**config.mk**
```make
export PLATFORM = sky130hd
export DESIGN_NAME = ifetch
export DESIGN_NICKNAME = d
export VERILOG_FILES = /design/src/rtl/ifetch.sv
export SDC_FILE = /design/constraint.sdc
export NUM_CORES = 1
export LEC_CHECK = 0
export CORE_ASPECT_RATIO = 0.75
export CORE_MARGIN = 4
export CORE_UTILIZATION = 40
export CTS_CLUSTER_SIZE = 8
export DETAILED_ROUTE_END_ITERATION = 8
export DONT_BUFFER_PORTS = 1
export MAX_ROUTING_LAYER = met4
export PLACE_DENSITY = 0.66
export SKIP_CTS_REPAIR_TIMING = 1
export SYNTH_ARGS = -nofsm -noshare
export SYNTH_HDL_FRONTEND = slang
export SYNTH_SLANG_ARGS = --single-unit
```
**constraint.sdc**
```tcl
create_clock -name clk -period 3.7 [get_ports clk]
set_clock_uncertainty 0.1 [all_clocks]
set_input_delay 0.37 -clock clk [delete_from_list [all_inputs] [get_ports clk]]
set_output_delay 0.37 -clock clk [all_outputs]
set_load 0.01 [all_outputs]
```
**src/rtl/ifetch.sv**
```systemverilog
// Instruction fetch front end. Drives the instruction memory address, pairs
// each returned word with its PC and hands (pc, instr) to decode over a
// valid/ready handshake. A single skid entry holds the word in flight when
// decode stalls. A redirect flushes everything in flight and restarts fetch.
`timescale 1ns / 1ps

module ifetch #(
  parameter logic [31:0] RESET_PC = 32'h0000_0000
) (
  input  logic        clk,
  input  logic        rst,
  output logic [31:0] imem_addr,
  input  logic [31:0] imem_rdata,
  input  logic        redirect_valid,
  input  logic [31:0] redirect_pc,
  output logic        out_valid,
  input  logic        out_ready,
  output logic [31:0] out_pc,
  output logic [31:0] out_instr
);

  logic [31:0] req_pc_q, req_pc_d;
  logic        resp_valid_q, resp_valid_d;
  logic [31:0] resp_pc_q, resp_pc_d;
  logic        skid_valid_q, skid_valid_d;
  logic [31:0] skid_pc_q, skid_pc_d;
  logic [31:0] skid_instr_q, skid_instr_d;

  logic stall;
  logic issue;

  // Low address bits of a redirect target are ignored.
  logic unused_redirect_bits;
  assign unused_redirect_bits = ^redirect_pc[1:0];

  assign imem_addr = req_pc_q;

  // Output mux: the skid entry is always older than the live response.
  always_comb begin
    if (skid_valid_q) begin
      out_pc    = skid_pc_q;
      out_instr = skid_instr_q;
    end else begin
      out_pc    = resp_pc_q;
      out_instr = imem_rdata;
    end
    out_valid = (skid_valid_q | resp_valid_q) & ~redirect_valid;
    stall     = out_valid & ~out_ready;
    issue     = ~stall & ~redirect_valid;
  end

  // Next-state: redirect beats stall beats issue.
  always_comb begin
    req_pc_d     = req_pc_q;
    resp_valid_d = resp_valid_q;
    resp_pc_d    = resp_pc_q;
    skid_valid_d = skid_valid_q;
    skid_pc_d    = skid_pc_q;
    skid_instr_d = skid_instr_q;
    if (redirect_valid) begin
      req_pc_d     = {redirect_pc[31:2], 2'b00};
      resp_valid_d = 1'b0;
      skid_valid_d = 1'b0;
    end else begin
      if (issue) begin
        resp_pc_d    = req_pc_q;
        resp_valid_d = 1'b1;
        req_pc_d     = req_pc_q + 32'd4;
      end else begin
        // The word arriving next cycle is dropped; req_pc re-fetches it.
        resp_valid_d = 1'b0;
      end
      if (stall && !skid_valid_q && resp_valid_q) begin
        skid_valid_d = 1'b1;
        skid_pc_d    = resp_pc_q;
        skid_instr_d = imem_rdata;
      end else if (skid_valid_q && out_ready) begin
        skid_valid_d = 1'b0;
      end
    end
  end

  // State registers with asynchronous active-high reset.
  always_ff @(posedge clk or posedge rst) begin
    if (rst) begin
      req_pc_q     <= RESET_PC;
      resp_valid_q <= 1'b0;
      resp_pc_q    <= 32'h0;
      skid_valid_q <= 1'b0;
      skid_pc_q    <= 32'h0;
      skid_instr_q <= 32'h0;
    end else begin
      req_pc_q     <= req_pc_d;
      resp_valid_q <= resp_valid_d;
      resp_pc_q    <= resp_pc_d;
      skid_valid_q <= skid_valid_d;
      skid_pc_q    <= skid_pc_d;
      skid_instr_q <= skid_instr_d;
    end
  end

endmodule

```
==> results of run 1 <==
==> Yosys cell counts (2+ instances only) <==
| cell | count |
|---|---|
| mux2_2 | 153 |
| dfrtp_1 | 124 |
| nand2_1 | 27 |
| clkbuf_1 | 18 |
| or4_1 | 18 |
| nor2_1 | 17 |
| a31oi_1 | 14 |
| o31ai_1 | 13 |
| nand3_1 | 11 |
| o21ai_0 | 11 |
| nand4_1 | 10 |
| o211ai_1 | 7 |
| buf_4 | 6 |
| inv_1 | 6 |
| and3_1 | 5 |
| o311ai_0 | 5 |
| xor2_1 | 5 |
| buf_2 | 3 |
| buf_6 | 3 |
| xnor2_1 | 3 |
| and4_1 | 2 |
| dlygate4sd1_1 | 2 |
| o41ai_1 | 2 |
| or4_4 | 2 |
==> path summary, 6_finish.rpt <==
| check | endpoint | depth (start not counted) |
|---|---|---|
| min | skid_pc_q[23]$_DFFE_PP0P_ | 1 |
| max | imem_addr[28]$_DFFE_PP0P_ | 5 |
| min in group clk | imem_addr[13]$_DFFE_PP0P_ | 2 |
| min reg2reg | skid_pc_q[30]$_DFFE_PP0P_ | 1 |
| max in group asynchronous | skid_pc_q[8]$_DFFE_PP0P_ | 2 |
| max reg2reg | imem_addr[28]$_DFFE_PP0P_ | 5 |
==> metrics by stage <==
step           setup WS [ns]  cells
6_report               0.908    731
5_1_grt                0.696    731
4_1_cts                0.873    696
3_3_place_gp            1.14    664
2_1_floorplan           1.56    490
3_5_place_dp           0.939    664
==> area by class of cell <==
class / count / area [um2] / share of cell area
Clock buffer: 18 / 439 / 0.0609
Clock inverter: 14 / 168 / 0.0232
Inverter: 7 / 30.0 / 0.00416
Multi-Input combinational cell: 325 / 2810 / 0.390
Sequential cell: 124 / 3100 / 0.430
Tap cell: 200 / 250 / 0.0347
Timing Repair Buffer: 43 / 410 / 0.0569
==> logic make-up (layout without fill, tap and decap cells) <==
logic type / Yosys count / in the layout / share of synthesized area
compound gates: 54 / 54 / 0.0608
xor+xnor: 8 / 8 / 0.0115
fa+ha+maj: 1 / 1 / 0.00205
buf+inv: 41 / 82 / 0.0362
flops: 124 / 124 / 0.508
mux: 154 / 154 / 0.284
other cells: 1 / 4 / 0.000614
simple gates: 104 / 104 / 0.0975
==> power by group <==
part,total (mW),switching [mW],internal (mW)
clock network,1.69,0.618,1.08
registers,1.89,0.236,1.66
logic,0.671,0.297,0.374
total,4.26,1.15,3.11
==> critical path, cell delays in order, from the launching register on <==
cell and delay [ns]:
dfrtp_1 0.58, ha_1 0.35, and3_1 0.24, nand3_1 0.37, or4_1 0.67, o311ai_0 0.35
==> registers in the layout (all words and copies together) (netlist names) <==
signal and flops:
skid_valid_q 1, skid_instr_q 32, resp_valid_q 1, resp_pc_q 30, imem_addr 30, skid_pc_q 30
==> cells in the final DEF (no fill, tap or decap), types with 2 or more instances in the layout <==
master	n
clkinvlp_4	4
buf_4	8
xor2_1	5
dlygate4sd3_1	35
o211ai_1	7
nand4_1	10
o31ai_1	13
xnor2_1	3
o41ai_1	2
or4_4	2
and4_1	2
and3_1	5
nor2_1	16
a31oi_1	14
conb_1	4
clkbuf_16	17
inv_1	5
inv_6	2
clkinv_4	2
or4_1	18
o21ai_0	11
nand3_1	11
nand2_1	27
dfrtp_1	123
bufinv_16	3
clkinv_2	4
mux2_2	153
o311ai_0	5
==> layer usage <==
| layer | up-vias | GRT usage | wire length [um] |
|---|---|---|---|
| met5 | - | - | 0 |
| met4 | 0 | 0.0664 | 280 |
| met3 | 18 | 0.0556 | 1330 |
| met2 | 169 | 0.266 | 7010 |
| met1 | 2096 | 0.224 | 6330 |
| li1 | 1866 | - | - |
==> metrics, run 1 <==
final setup TNS=0 ns; DRT iter0 DRCs=294; global-route wire length before repair=22,700 um; # IOs=165; Synth area leaders=dfrtp_1 (51%), mux2_2 (28%), or4_1 (2.2%); Port-buffer cells=0; DP Wirelength=~10,000 um; GRT overflow=0; CTS Root Buffer Type=clkbuf_16; Worst-Skew Late Latency=0.42 ns; H-tree depth=4; Synth cell types=between 40 and 50; Layout area overhead=18.1%; final wirelength=between 10,000 and 15,000 um; worst reg2reg path startpoint=imem_addr[2]$_DFFE_PP0P_; area share of the largest cell type after synthesis=0.508; final core utilization=0.491; fillcell total=around 1,300; hold_ws=-0.0672 ns; chip width=~150 um; Final Setup Violations=0; Max Slew Vio Count=0; failing checks=hold timing; Post-synth ARST share=1.00; number of placement rows=38; Total GRT Usage=0.177; Critical Path Source=imem_addr[2]$_DFFE_PP0P_; number of antenna diodes=0; synthesized area=6110 um2; Area after DPL=between 6000 and 7000 um2; vias in the first global route=4,109; post-layout instance area=roughly 7200 um2; Crit path required time=3.89 ns; #FFs+latches synth=124; Initial Util=0.416; Worst R2R Setup Slack=0.91 ns; Slew HR=0.330; die area=17,300 um2; final antenna-violating net count=0; min cycle time layout=~2.8 ns; Mapped Avg Cell Area=12.5 um2; CP arrival=roughly 3 ns; Worst Path Max Fanout=13; Post-synth EDFFs=0; status=finished, violations left; crit end category=flop; Max Cap Violations=0; sequential share of the synthesized area=0.508; fin crit share=0.755; layout cell share with drive strength beyond 1=0.386; clock slew at reported path FFs=around 0.06 ns; DRC Markers=0; 1st-pass router iterations=5; Die Y=~120 um; PD cells=590 nW/um2; drt via density=5.68; Top FF cell, synth=dfrtp_1; routability cong.=between 0.7 and 0.8; Num CTS Buffers=17; antenna violations before repair=0; Sinks on Clock Net=124; peak supply drop=327 uV; leading area contributor after synthesis=dfrtp_1; vias=4,149; RSZ-0062 raised after global routing=no; Hold/Removal Path Class=in2async; Final Hold Fails=47; post-synthesis cell count=487; measured slew at the worst slew-check pin=1.00 ns; total leakage power=2.84 nW; total power=~4.3 mW; Ys Warns=0; largest net degree at the start of global routing=47; TritonCTS clock tree=built; Clock Path Buffers=2; Core Region=between 10,000 and 15,000 um2; wire per inst=20.5 um; Post-layout nets=between 500 and 600; Fmax=358 MHz; Setup Crit Path Kind=reg2reg; crit start category=flop
Power figures use the tool's default switching activity.
==> run 2, diff against run 1 <==
--- a/config.mk
+++ b/config.mk
@@ -5,6 +5,7 @@
 export SDC_FILE = /design/constraint.sdc
 export NUM_CORES = 1
 export LEC_CHECK = 0
+export ABC_AREA = 1
 export CORE_ASPECT_RATIO = 0.75
 export CORE_MARGIN = 4
 export CORE_UTILIZATION = 40
@@ -12,7 +13,7 @@
 export DETAILED_ROUTE_END_ITERATION = 8
 export DONT_BUFFER_PORTS = 1
 export MAX_ROUTING_LAYER = met4
-export PLACE_DENSITY = 0.66
+export PLACE_DENSITY = 0.64
 export SKIP_CTS_REPAIR_TIMING = 1
 export SYNTH_ARGS = -nofsm -noshare
 export SYNTH_HDL_FRONTEND = slang
==> constraint.sdc (replaced) <==
create_clock -name clk -period 2.8 [get_ports clk]
set_clock_uncertainty 0.1 [all_clocks]
set_input_delay 0.28 -clock clk [delete_from_list [all_inputs] [get_ports clk]]
set_output_delay 0.28 -clock clk [all_outputs]
set_load 0.01 [all_outputs]
==> run 2 against run 1 <==
Against the previous run: the flow still finishes with violations (hold timing); synthesized cell count increased by 84%; flip-flop and latch count unchanged; worst hold slack improved by 0.055 ns; clock power increased by 41%; count of clock-buffer cells in the layout increased by 3; critical path type is now reg2out; critical endpoint is now out_pc[13]; highest routed layer unchanged.
==> metrics, run 2 <==
crit start category=flop; Post-synth ARST share=1.00; met3 wire len=roughly 1500 um; M1 WL=~9000 um; number of placement rows=39; Synth area leaders=dfrtp_1 (48%), nand2_1 (18%), o21ai_0 (9.7%); Ys Warns=0; GRT overflow=0; Comb pwr share=0.162; worst hold path depth=4; top cells by count, synth=nand2_1 (308), o21ai_0 (125), dfrtp_1 (124), inv_1 (112), o21ai_1 (58); Initial Util=0.417; RSZ-0062 raised after global routing=no; Total GRT Usage=0.193; sw power=roughly 1.7 mW; Top FF cell, synth=dfrtp_1; Die Y=118 um; chip width=~150 um; Sw Share=0.295; Worst-Skew Late Latency=0.41 ns; sequential share of the synthesized area=0.480; wire length on met2=7230 um; global-route wire length before repair=27,200 um; final wirelength=17,700 um; Max Slew Vio Count=0; TritonCTS clock tree=built; Sinks on Clock Net=124; peak supply drop=403 uV; fillcell total=1,525; drt via density=4.99; top-count cell post-synth=nand2_1; Slew HR=0.414; area share of the largest cell type after synthesis=0.480; failing checks=hold timing; status=finished, violations left; Fmax=441 MHz; DRC Markers=0; Hold/Removal Path Class=in2reg; share of total power in the clock network=0.418; Port-buffer cells=0; #FFs+latches synth=about 120; post-synthesis cell count=895; number of antenna diodes=0; hold_ws=-0.0122 ns; Max Cap Violations=0; Clock Path Buffers=2; Worst Reg-to-Reg Cells=9; Synth cell types=32; total leakage power=about 3.7 nW; total power=~5.7 mW; Worst Path Max Fanout=86; Final Hold Fails=4; fin crit share=0.809; Mapped Avg Cell Area=7.22 um2; Area after DPL=6610 um2; Post-synth EDFFs=0; Core Region=15,500 um2; final setup TNS=0 ns; DP Wirelength=12,600 um; design internal power=4.04 mW; most frequent cells in the layout=nand2_1 (308), o21ai_0 (125), dfrtp_1 (123), inv_1 (111), o21ai_1 (58); crit end category=primary output; H-tree depth=4; CTS Root Buffer Type=clkbuf_16; max reg flops=32; largest net degree at the start of global routing=87; synthesized area=6460 um2; Most flops, register=skid_instr_q; DRT iter0 DRCs=approximately 630; 1st-pass router iterations=5; Sequential Power Share=0.421; routability cong.=0.866; min cycle time layout=2.27 ns; Crit path required time=~2.4 ns; Num CTS Buffers=17; CP arrival=about 1.9 ns; die area=18,300 um2; clock slew at reported path FFs=0.05 ns; Post-layout nets=992; # IOs=roughly 170; layout cell share with drive strength beyond 1=0.0534; most common cell after layout, fill and taps aside=nand2_1; leading area contributor after synthesis=dfrtp_1; PD cells=745 nW/um2; post-layout instance area=between 7000 and 8000 um2; Layout area overhead=19.0%; wire per inst=15.5 um; antenna violations before repair=0; Setup Crit Path Kind=reg2out; measured slew at the worst slew-check pin=0.875 ns; final antenna-violating net count=0; highest routed metal layer=met4; vias in the first global route=between 4,000 and 5,000; vias=roughly 5,700; Final Setup Violations=0
[run 2: changes by cell type after synthesis, sizes merged, moves of 6 or more]
cell    before  now
a21oi        0    9
a31oi       14    1
buf         13   26
clkbuf      18   24
inv          6  112
mux2       153    0
nand2       27  309
nand3       12   29
nand4       11    1
nor2        17   53
o211ai       7    1
o21ai       11  185
o31ai       13    0
or4         21    0
[run 2: critical path, stage by stage (launching register included)]
cell and delay (ns):
dfrtp_4 0.65, buf_12 0.27, o21ai_0 0.54
[run 2: metrics by stage]
stage / util / setup WS [ns] / cells
after floorplan: - / 0.895 / 898
after global placement: 0.426 / 0.726 / 1065
after detailed placement: 0.426 / 0.696 / 1065
after CTS: 0.467 / 0.529 / 1097
after global routing: 0.496 / 0.460 / 1141
final: 0.496 / 0.534 / 1141
[run 2: worst paths after layout]
kind / slack, ns / from / endpoint
min: -0.01 / redirect_pc[23] / imem_addr[23]$_DFFE_PP0P_
min reg2reg: 0.38 / resp_pc_q[29]$_DFFE_PP0P_ / resp_pc_q[29]$_DFFE_PP0P_
max: 0.53 / skid_valid_q$_DFFE_PP0P_ / out_pc[13]
min in group asynchronous: 0.40 / rst / skid_instr_q[29]$_DFFE_PP0P_
max in group asynchronous: 1.47 / rst / imem_addr[26]$_DFFE_PP0P_
max reg2reg: 0.70 / imem_addr[2]$_DFFE_PP0P_ / imem_addr[31]$_DFFE_PP0P_
[run 2: final cells by class]
cell class              count  area (um2)  share of cell area
flip-flops and latches    124        3110               0.404
repair buffers             56         593              0.0771
multi-input cells         611        2670               0.347
well taps                 205         256              0.0333
clock inverters            11         191              0.0249
clock buffers              21         450              0.0585
inverters                 113         428              0.0556
[run 2: power groups by stage]
stage	clock network, mW	registers [mW]	logic, mW
floorplan	0	2.35	0.695
global placement	0	2.42	0.862
detailed placement	0	2.43	0.880
CTS	2.44	2.41	0.881
global route	2.52	2.46	1.07
finish	2.39	2.41	0.926
[run 2: routing by layer]
layer,global-route usage,up-vias
met5,-,-
met4,0.0370,0
met3,0.0643,10
met2,0.249,227
met1,0.292,2582
li1,-,2876
[run 2: cells by family after synthesis]
kind of cell	after synthesis	share of synthesized area
buffers and inverters	163	0.110
other	1	0.000580
adder cells (fa/ha/maj)	1	0.00194
flip-flops	124	0.480
AO/OA/AOI/OAI	203	0.161
AND/OR/NAND/NOR	403	0.247
